===== src/rtl/rgb_mem_arbiter_if.sv =====
//------------------------------------------------------------------------------
// Module : rgb_mem_arbiter_if
// Brief  : Per-master three-channel (R,G,B) SRAM access bus, slice c = [c*W +: W].
// Rev    : 1.0  initial release
//------------------------------------------------------------------------------
`default_nettype none

interface rgb_mem_arbiter_if #(
  parameter int AW = 14,
  parameter int DW = 8
);
  logic [2:0]      req;
  logic [2:0]      wr;
  logic [3*AW-1:0] addr;
  logic [3*DW-1:0] wdata;
  logic [2:0]      gnt;
  logic [2:0]      rvalid;
  logic [3*DW-1:0] rdata;

  modport master (output req, wr, addr, wdata, input gnt, rvalid, rdata);
  modport slave  (input req, wr, addr, wdata, output gnt, rvalid, rdata);
endinterface

`default_nettype wire


===== src/rtl/rgb_mem_arbiter.sv =====
//------------------------------------------------------------------------------
// Module : rgb_mem_arbiter
// Brief  : Two-master arbiter for the R/G/B plane SRAMs; each channel arbitrated
//          independently, round-robin by default, fixed m0 priority with ARB_M0_PRIO_EN.
// Rev    : 1.0  initial release
//------------------------------------------------------------------------------
`default_nettype none

module rgb_mem_arbiter #(
  parameter int AW = 14,
  parameter int DW = 8
) (
  input  logic             clk,
  input  logic             reset,
  rgb_mem_arbiter_if.slave m0,
  rgb_mem_arbiter_if.slave m1,
  output logic [2:0]       mem_wr,
  output logic [3*AW-1:0]  mem_addr,
  output logic [3*DW-1:0]  mem_wdata,
  input  logic [3*DW-1:0]  mem_rdata
);

  for (genvar c = 0; c < 3; c++) begin : g_ch
    logic          req0, req1;
    logic          gnt0, gnt1, granted;
    logic          own_d, wr_d;
    logic [AW-1:0] addr_d;
    logic [DW-1:0] wdata_d;
    logic [DW-1:0] mem_rd;

    logic          last_owner_q;
    logic          wr_q;
    logic [AW-1:0] addr_q;
    logic [DW-1:0] wdata_q;
    logic          rd1_q, own1_q;
    logic          rv0_q, rv1_q;
    logic [DW-1:0] hold0_q, hold1_q;

    assign req0   = m0.req[c];
    assign req1   = m1.req[c];
    assign mem_rd = mem_rdata[c*DW +: DW];

`ifdef ARB_M0_PRIO_EN
    assign gnt0 = req0;
`else
    // last_owner_q=1 means m1 had the previous grant, so m0 wins a tie
    assign gnt0 = req0 & (~req1 | last_owner_q);
`endif
    assign gnt1    = req1 & ~gnt0;
    assign granted = gnt0 | gnt1;

    assign own_d   = gnt1;
    assign wr_d    = gnt1 ? m1.wr[c] : (gnt0 & m0.wr[c]);
    assign addr_d  = gnt1 ? m1.addr[c*AW +: AW]  : m0.addr[c*AW +: AW];
    assign wdata_d = gnt1 ? m1.wdata[c*DW +: DW] : m0.wdata[c*DW +: DW];

    always_ff @(posedge clk or negedge reset) begin
      if (!reset) begin
        last_owner_q <= 1'b1;
        wr_q         <= 1'b0;
        addr_q       <= '0;
        wdata_q      <= '0;
        rd1_q        <= 1'b0;
        own1_q       <= 1'b0;
        rv0_q        <= 1'b0;
        rv1_q        <= 1'b0;
        hold0_q      <= '0;
        hold1_q      <= '0;
      end else begin
        wr_q <= wr_d;
        if (granted) begin
          last_owner_q <= own_d;
          addr_q       <= addr_d;
          wdata_q      <= wdata_d;
        end
        // Owner tag: stage 1 tracks the cycle the SRAM is addressed, stage 2 the data cycle
        rd1_q  <= granted & ~wr_d;
        own1_q <= own_d;
        rv0_q  <= rd1_q & ~own1_q;
        rv1_q  <= rd1_q & own1_q;
        if (rv0_q) hold0_q <= mem_rd;
        if (rv1_q) hold1_q <= mem_rd;
      end
    end

    assign m0.gnt[c]    = gnt0;
    assign m1.gnt[c]    = gnt1;
    assign m0.rvalid[c] = rv0_q;
    assign m1.rvalid[c] = rv1_q;
    // SRAM output is already a flop stage; forward it in the rvalid cycle, else hold last value
    assign m0.rdata[c*DW +: DW] = rv0_q ? mem_rd : hold0_q;
    assign m1.rdata[c*DW +: DW] = rv1_q ? mem_rd : hold1_q;

    assign mem_wr[c]              = wr_q;
    assign mem_addr[c*AW +: AW]   = addr_q;
    assign mem_wdata[c*DW +: DW]  = wdata_q;
  end

endmodule

`default_nettype wire


===== src/flat_wrapper.sv =====
// flat-port wrapper written by rule: the top's interface ports become plain ports
module rgb_mem_arbiter_flat 
#(
  parameter int AW = 14,
  parameter int DW = 8
)
  (clk, reset, mem_wr, mem_addr, mem_wdata, mem_rdata, m0_req, m0_wr, m0_addr, m0_wdata, m0_gnt, m0_rvalid, m0_rdata, m1_req, m1_wr, m1_addr, m1_wdata, m1_gnt, m1_rvalid, m1_rdata);
  rgb_mem_arbiter_if #(.AW(AW), .DW(DW)) m0_i ();
  rgb_mem_arbiter_if #(.AW(AW), .DW(DW)) m1_i ();
  input  logic clk;
  input  logic reset;
  output logic [2:0] mem_wr;
  output logic [3*AW-1:0] mem_addr;
  output logic [3*DW-1:0] mem_wdata;
  input  logic [3*DW-1:0] mem_rdata;
  input wire logic [$bits(m0_i.req)-1:0] m0_req;
  input wire logic [$bits(m0_i.wr)-1:0] m0_wr;
  input wire logic [$bits(m0_i.addr)-1:0] m0_addr;
  input wire logic [$bits(m0_i.wdata)-1:0] m0_wdata;
  output wire logic [$bits(m0_i.gnt)-1:0] m0_gnt;
  output wire logic [$bits(m0_i.rvalid)-1:0] m0_rvalid;
  output wire logic [$bits(m0_i.rdata)-1:0] m0_rdata;
  input wire logic [$bits(m1_i.req)-1:0] m1_req;
  input wire logic [$bits(m1_i.wr)-1:0] m1_wr;
  input wire logic [$bits(m1_i.addr)-1:0] m1_addr;
  input wire logic [$bits(m1_i.wdata)-1:0] m1_wdata;
  output wire logic [$bits(m1_i.gnt)-1:0] m1_gnt;
  output wire logic [$bits(m1_i.rvalid)-1:0] m1_rvalid;
  output wire logic [$bits(m1_i.rdata)-1:0] m1_rdata;
  assign m0_i.req = m0_req;
  assign m0_i.wr = m0_wr;
  assign m0_i.addr = m0_addr;
  assign m0_i.wdata = m0_wdata;
  assign m0_gnt = m0_i.gnt;
  assign m0_rvalid = m0_i.rvalid;
  assign m0_rdata = m0_i.rdata;
  assign m1_i.req = m1_req;
  assign m1_i.wr = m1_wr;
  assign m1_i.addr = m1_addr;
  assign m1_i.wdata = m1_wdata;
  assign m1_gnt = m1_i.gnt;
  assign m1_rvalid = m1_i.rvalid;
  assign m1_rdata = m1_i.rdata;
  rgb_mem_arbiter #(.AW(AW), .DW(DW)) u_core (.clk(clk), .reset(reset), .m0(m0_i), .m1(m1_i), .mem_wr(mem_wr), .mem_addr(mem_addr), .mem_wdata(mem_wdata), .mem_rdata(mem_rdata));
endmodule

===== config.mk =====
export PLATFORM = sky130hd
export DESIGN_NAME = rgb_mem_arbiter_flat
export DESIGN_NICKNAME = d
export VERILOG_FILES = /design/src/rtl/rgb_mem_arbiter_if.sv /design/src/rtl/rgb_mem_arbiter.sv /design/src/flat_wrapper.sv
export SDC_FILE = /design/constraint.sdc
export NUM_CORES = 1
export LEC_CHECK = 0
export BUFFER_PORTS_ARGS = -buffer_cell sky130_fd_sc_hd__clkbuf_2
export CORE_AREA = 2 2 85 169
export DETAILED_ROUTE_END_ITERATION = 10
export DIE_AREA = 0 0 87 171
export PLACE_DENSITY_LB_ADDON = 0.05
export SYNTH_ARGS = -nofsm -noshare
export SYNTH_HDL_FRONTEND = slang
export SYNTH_SLANG_ARGS = --single-unit

===== constraint.sdc =====
create_clock -name clk -period 1.29 [get_ports clk]
set_input_delay 0 -clock clk [delete_from_list [all_inputs] [get_ports clk]]
set_output_delay 0 -clock clk [all_outputs]
set_load 0.005 [all_outputs]

==> results.sh <==
export IMPL_ys_types=23
export IMPL_grt_overflow_total=0
export IMPL_cp_start_kind="flip-flop"
export IMPL_grt_pass1_wl_mm=31.5
export IMPL_regToRegEndpoint="u_core.g_ch[1].wdata_q[2]"
export IMPL_intPower_mw=10.4
export IMPL_grt_busiest_layer="met2"
export IMPL_antenna_found_initial=0
export IMPL_crit_family="flip-flops"
export IMPL_timing_fmax_mhz=704
export IMPL_reg2reg_from="u_core.g_ch[1].last_owner_q"
export IMPL_fin_area_sq_um=11200
export IMPL_post_route_util_pct=81.7
export IMPL_clk_path_buf_depth=2
export IMPL_drtIter0Drc=315
export IMPL_worstSetupPathDepth=3
export IMPL_areaGrowthSynthToFinish_pct=81.8
export IMPL_leakagePower_nw=5.57
export IMPL_slew_violations=0
export IMPL_clockRootBuffer="clkbuf_16"
export IMPL_first_pass_iters=4
export IMPL_wirelength_mm=22.7
export IMPL_hold_path_depth=4
export IMPL_vias_per_cell=5.42
export IMPL_path_clk_slew_ns=0.06
export IMPL_rsz0062_at_grt="true"
export IMPL_hold_viol=0
export IMPL_worstHoldEndpoint="u_core.g_ch[2].rd1_q"
export IMPL_finClkSkew_ns=0.0121
export IMPL_ys_ff_latch=132
export IMPL_place_congestion=0.753
export IMPL_cts_sinks=132
export IMPL_fin_setup_tns_ns=-5.22
export IMPL_r2r_setup_slack_ns=-0.08
export IMPL_max_stage_delay_ns=0.43
export IMPL_grt_use_met2_pct=45.5
export IMPL_ff2ff_path_depth=5
export IMPL_synth_top_area_share_pct=52.6
export IMPL_critPathCaptureType="output port"
export IMPL_drive_gt1_share_pct=49.1
export IMPL_grt_usage_pct=26.9
export IMPL_p_sw_share_pct=28.7
export IMPL_dieArea_sq_um=14900
export IMPL_yosysMostFrequentCell="dfrtp_1"
export IMPL_postSynthAreaPerCell_sq_um=11.9
export IMPL_vdd_ir_drop_max_mv=0.964
export IMPL_status="complete, but fails checks"
export IMPL_yosysTopAreaCell="dfrtp_1"
export IMPL_grt_pass1_vias=6584
export IMPL_hold_path_class="in -> reg"
export IMPL_crit_fanout=5
export IMPL_ant_nets=0
export IMPL_slowest_stage="dfrtp_2"
export IMPL_h_tree_depth=4
export IMPL_crit_required_ns=1.29
export IMPL_synthTopCellsByArea="dfrtp_1 (53%), mux2i_1 (11%), mux2_2 (8.8%), a31oi_1 (4.5%), and3_1 (4.5%)"
export IMPL_hold_ws_ns=0.0384
export IMPL_cts_buffers_inserted=17
export IMPL_path_cells="buf_12 > mux2_4 > buf_6"
export IMPL_hpwl_mm=11.8
export IMPL_row_count=61
export IMPL_grt_max_degree=45
export IMPL_numPortBuffers=298
export IMPL_syn_inst=516
export IMPL_power_density_nw_per_um2=1310
export IMPL_clk_latency_ns=0.42
export IMPL_criticalPathCategory="reg -> out"
export IMPL_vias=6432
export IMPL_cp_startpoint="u_core.g_ch[0].rv1_q"
export IMPL_antenna_cells=0
export IMPL_die_h_um=171
export IMPL_pin_count=299
export IMPL_yosys_top_cells_count="dfrtp_1 (129), mux2i_1 (66), mux2_2 (48), a31oi_1 (44), and3_1 (44)"
export IMPL_period_share_pct=110
export IMPL_drv_cap=0
export IMPL_dp_worst_setup_slack_ns=0.0636
export IMPL_yosys_warnings=0
export IMPL_initial_core_util_pct=44.9
export IMPL_min_period_ns=1.42
export IMPL_fin_cells=1186
export IMPL_setup_violations=63
export IMPL_fp_dieW_um=87
export IMPL_dp_cells=939
export IMPL_arrival_ns=1.42
export IMPL_violations="negative setup slack"
export IMPL_drc_errors=0
export IMPL_grt_use_met1_pct=30.6
export IMPL_worst_pin_slew_ns=0.493
export IMPL_synth_edff_count=0
export IMPL_p_sw_mw=4.20
export IMPL_cts_tree="done"
export IMPL_power_mw=14.6
export IMPL_ys_flop_type="dfrtp_1"
export IMPL_nets=1186
export IMPL_worst_path_buf_inv=2
export IMPL_p_seq_share_pct=36.1
export IMPL_min_from="m0_req[2]"
export IMPL_wl_per_cell_um=19.1
export IMPL_netlist_area_sq_um=6140
export IMPL_slew_headroom_pct=67.1
export IMPL_syn_num_nets=686
export IMPL_gr_usage_met3_pct=6.37
export IMPL_pwr_share_comb_pct=30.9
export IMPL_async_reset_ff_share_pct=100
export IMPL_worst_slack_ns=-0.130
export IMPL_clkPwrFrac_pct=33.0
export IMPL_placed_area_sq_um=7720
export IMPL_ys_seq_area_share_pct=53.9
export IMPL_placeableCoreArea_sq_um=13700
placed cells by master (no fill, tap or decap), types with 4 or more instances in the layout:
master         netlist  final
a21oi_1             22     18
a21oi_2              0      4
a31oi_1             44     28
a31oi_4              0     15
and3_1              44     42
buf_12               0     11
buf_4               22     40
buf_6               12     42
clkbuf_16            0     20
clkbuf_2             5    273
clkinvlp_4           0      4
dfrtp_1            129    123
dfrtp_2              0      6
dlygate4sd3_1        0    168
inv_1               12      7
inv_2                0      4
mux2_2              48     14
mux2_4               0     34
mux2i_1             66     66
o21ai_0             26     12
o21ai_1             21     29
o21ai_2              0      4
o22ai_1             25     18
o22ai_2              0      7
power by group through the flow:
stage | sequential [mW] | combinational (mW) | clock [mW]
6_report | 5.28 | 4.52 | 4.83
5_1_grt | 5.34 | 4.83 | 5.10
4_1_cts | 5.22 | 3.50 | 4.91
3_5_place_dp | 5.30 | 2.85 | 0
3_3_place_gp | 5.28 | 2.81 | 0
2_1_floorplan | 5.23 | 1.48 | 0
worst register-to-register path: stages (launching register included):
cell	delay, ns
dfstp_2	0.57
nand2_2	0.08
buf_6	0.14
clkbuf_16	0.16
a31oi_1	0.20
o21ai_1	0.10
cell families after synthesis:
| group | count (synthesis) | share of synthesized area, % |
|---|---|---|
| compound gates | 145 | 13.7 |
| buf+inv | 70 | 7.38 |
| flops | 132 | 53.9 |
| mux | 114 | 19.6 |
| simple gates | 55 | 5.48 |
area by class of cell:
cell class / instances / area, sq um
Timing Repair Buffer: 539 / 4150
Sequential cell: 132 / 3310
Multi-Input combinational cell: 314 / 2870
Fill cell: 748 / 2500
Clock buffer: 18 / 439
Tap cell: 157 / 196
Clock inverter: 14 / 153
Inverter: 12 / 47.5
how the worst max path moves through the flow:
stage	endpoint	slack (ns)
2_1_floorplan	u_core.g_ch[2].addr_q[10]	0.14
3_3_place_gp	u_core.g_ch[1].wr_q	0.10
3_5_place_dp	u_core.g_ch[2].addr_q[10]	0.06
4_1_cts	m1_rdata[6]	-0.12
5_1_grt	m1_rdata[9]	-0.17
6_report	m1_rdata[0]	-0.13
per-layer routing:
metal / up-vias / share of wire, %
met1: 3109 / 36
met2: 333 / 53
li1: 2899 / -
met5: - / 0
met4: 0 / 4.5
met3: 91 / 6.3
what timing repair did:
item,4_1_cts,5_1_grt
endpoints found under the hold margin,253,0
endpoints found under the setup margin,53,96
gates resized for setup,42,135
setup buffers,28,17
gates cloned,0,3
pin swaps,3,19
hold buffers,168,0
sequential cells by signal, indices dropped and copies added (netlist names):
register,count
u_core.g_ch.rv0_q,3
u_core.g_ch.own1_q,3
u_core.g_ch.wr_q,3
u_core.g_ch.rd1_q,3
u_core.g_ch.wdata_q,24
u_core.g_ch.hold1_q,24
u_core.g_ch.addr_q,42
u_core.g_ch.last_owner_q,3
u_core.g_ch.hold0_q,24
u_core.g_ch.rv1_q,3
No activity file was read; power rests on OpenSTA's default activity.
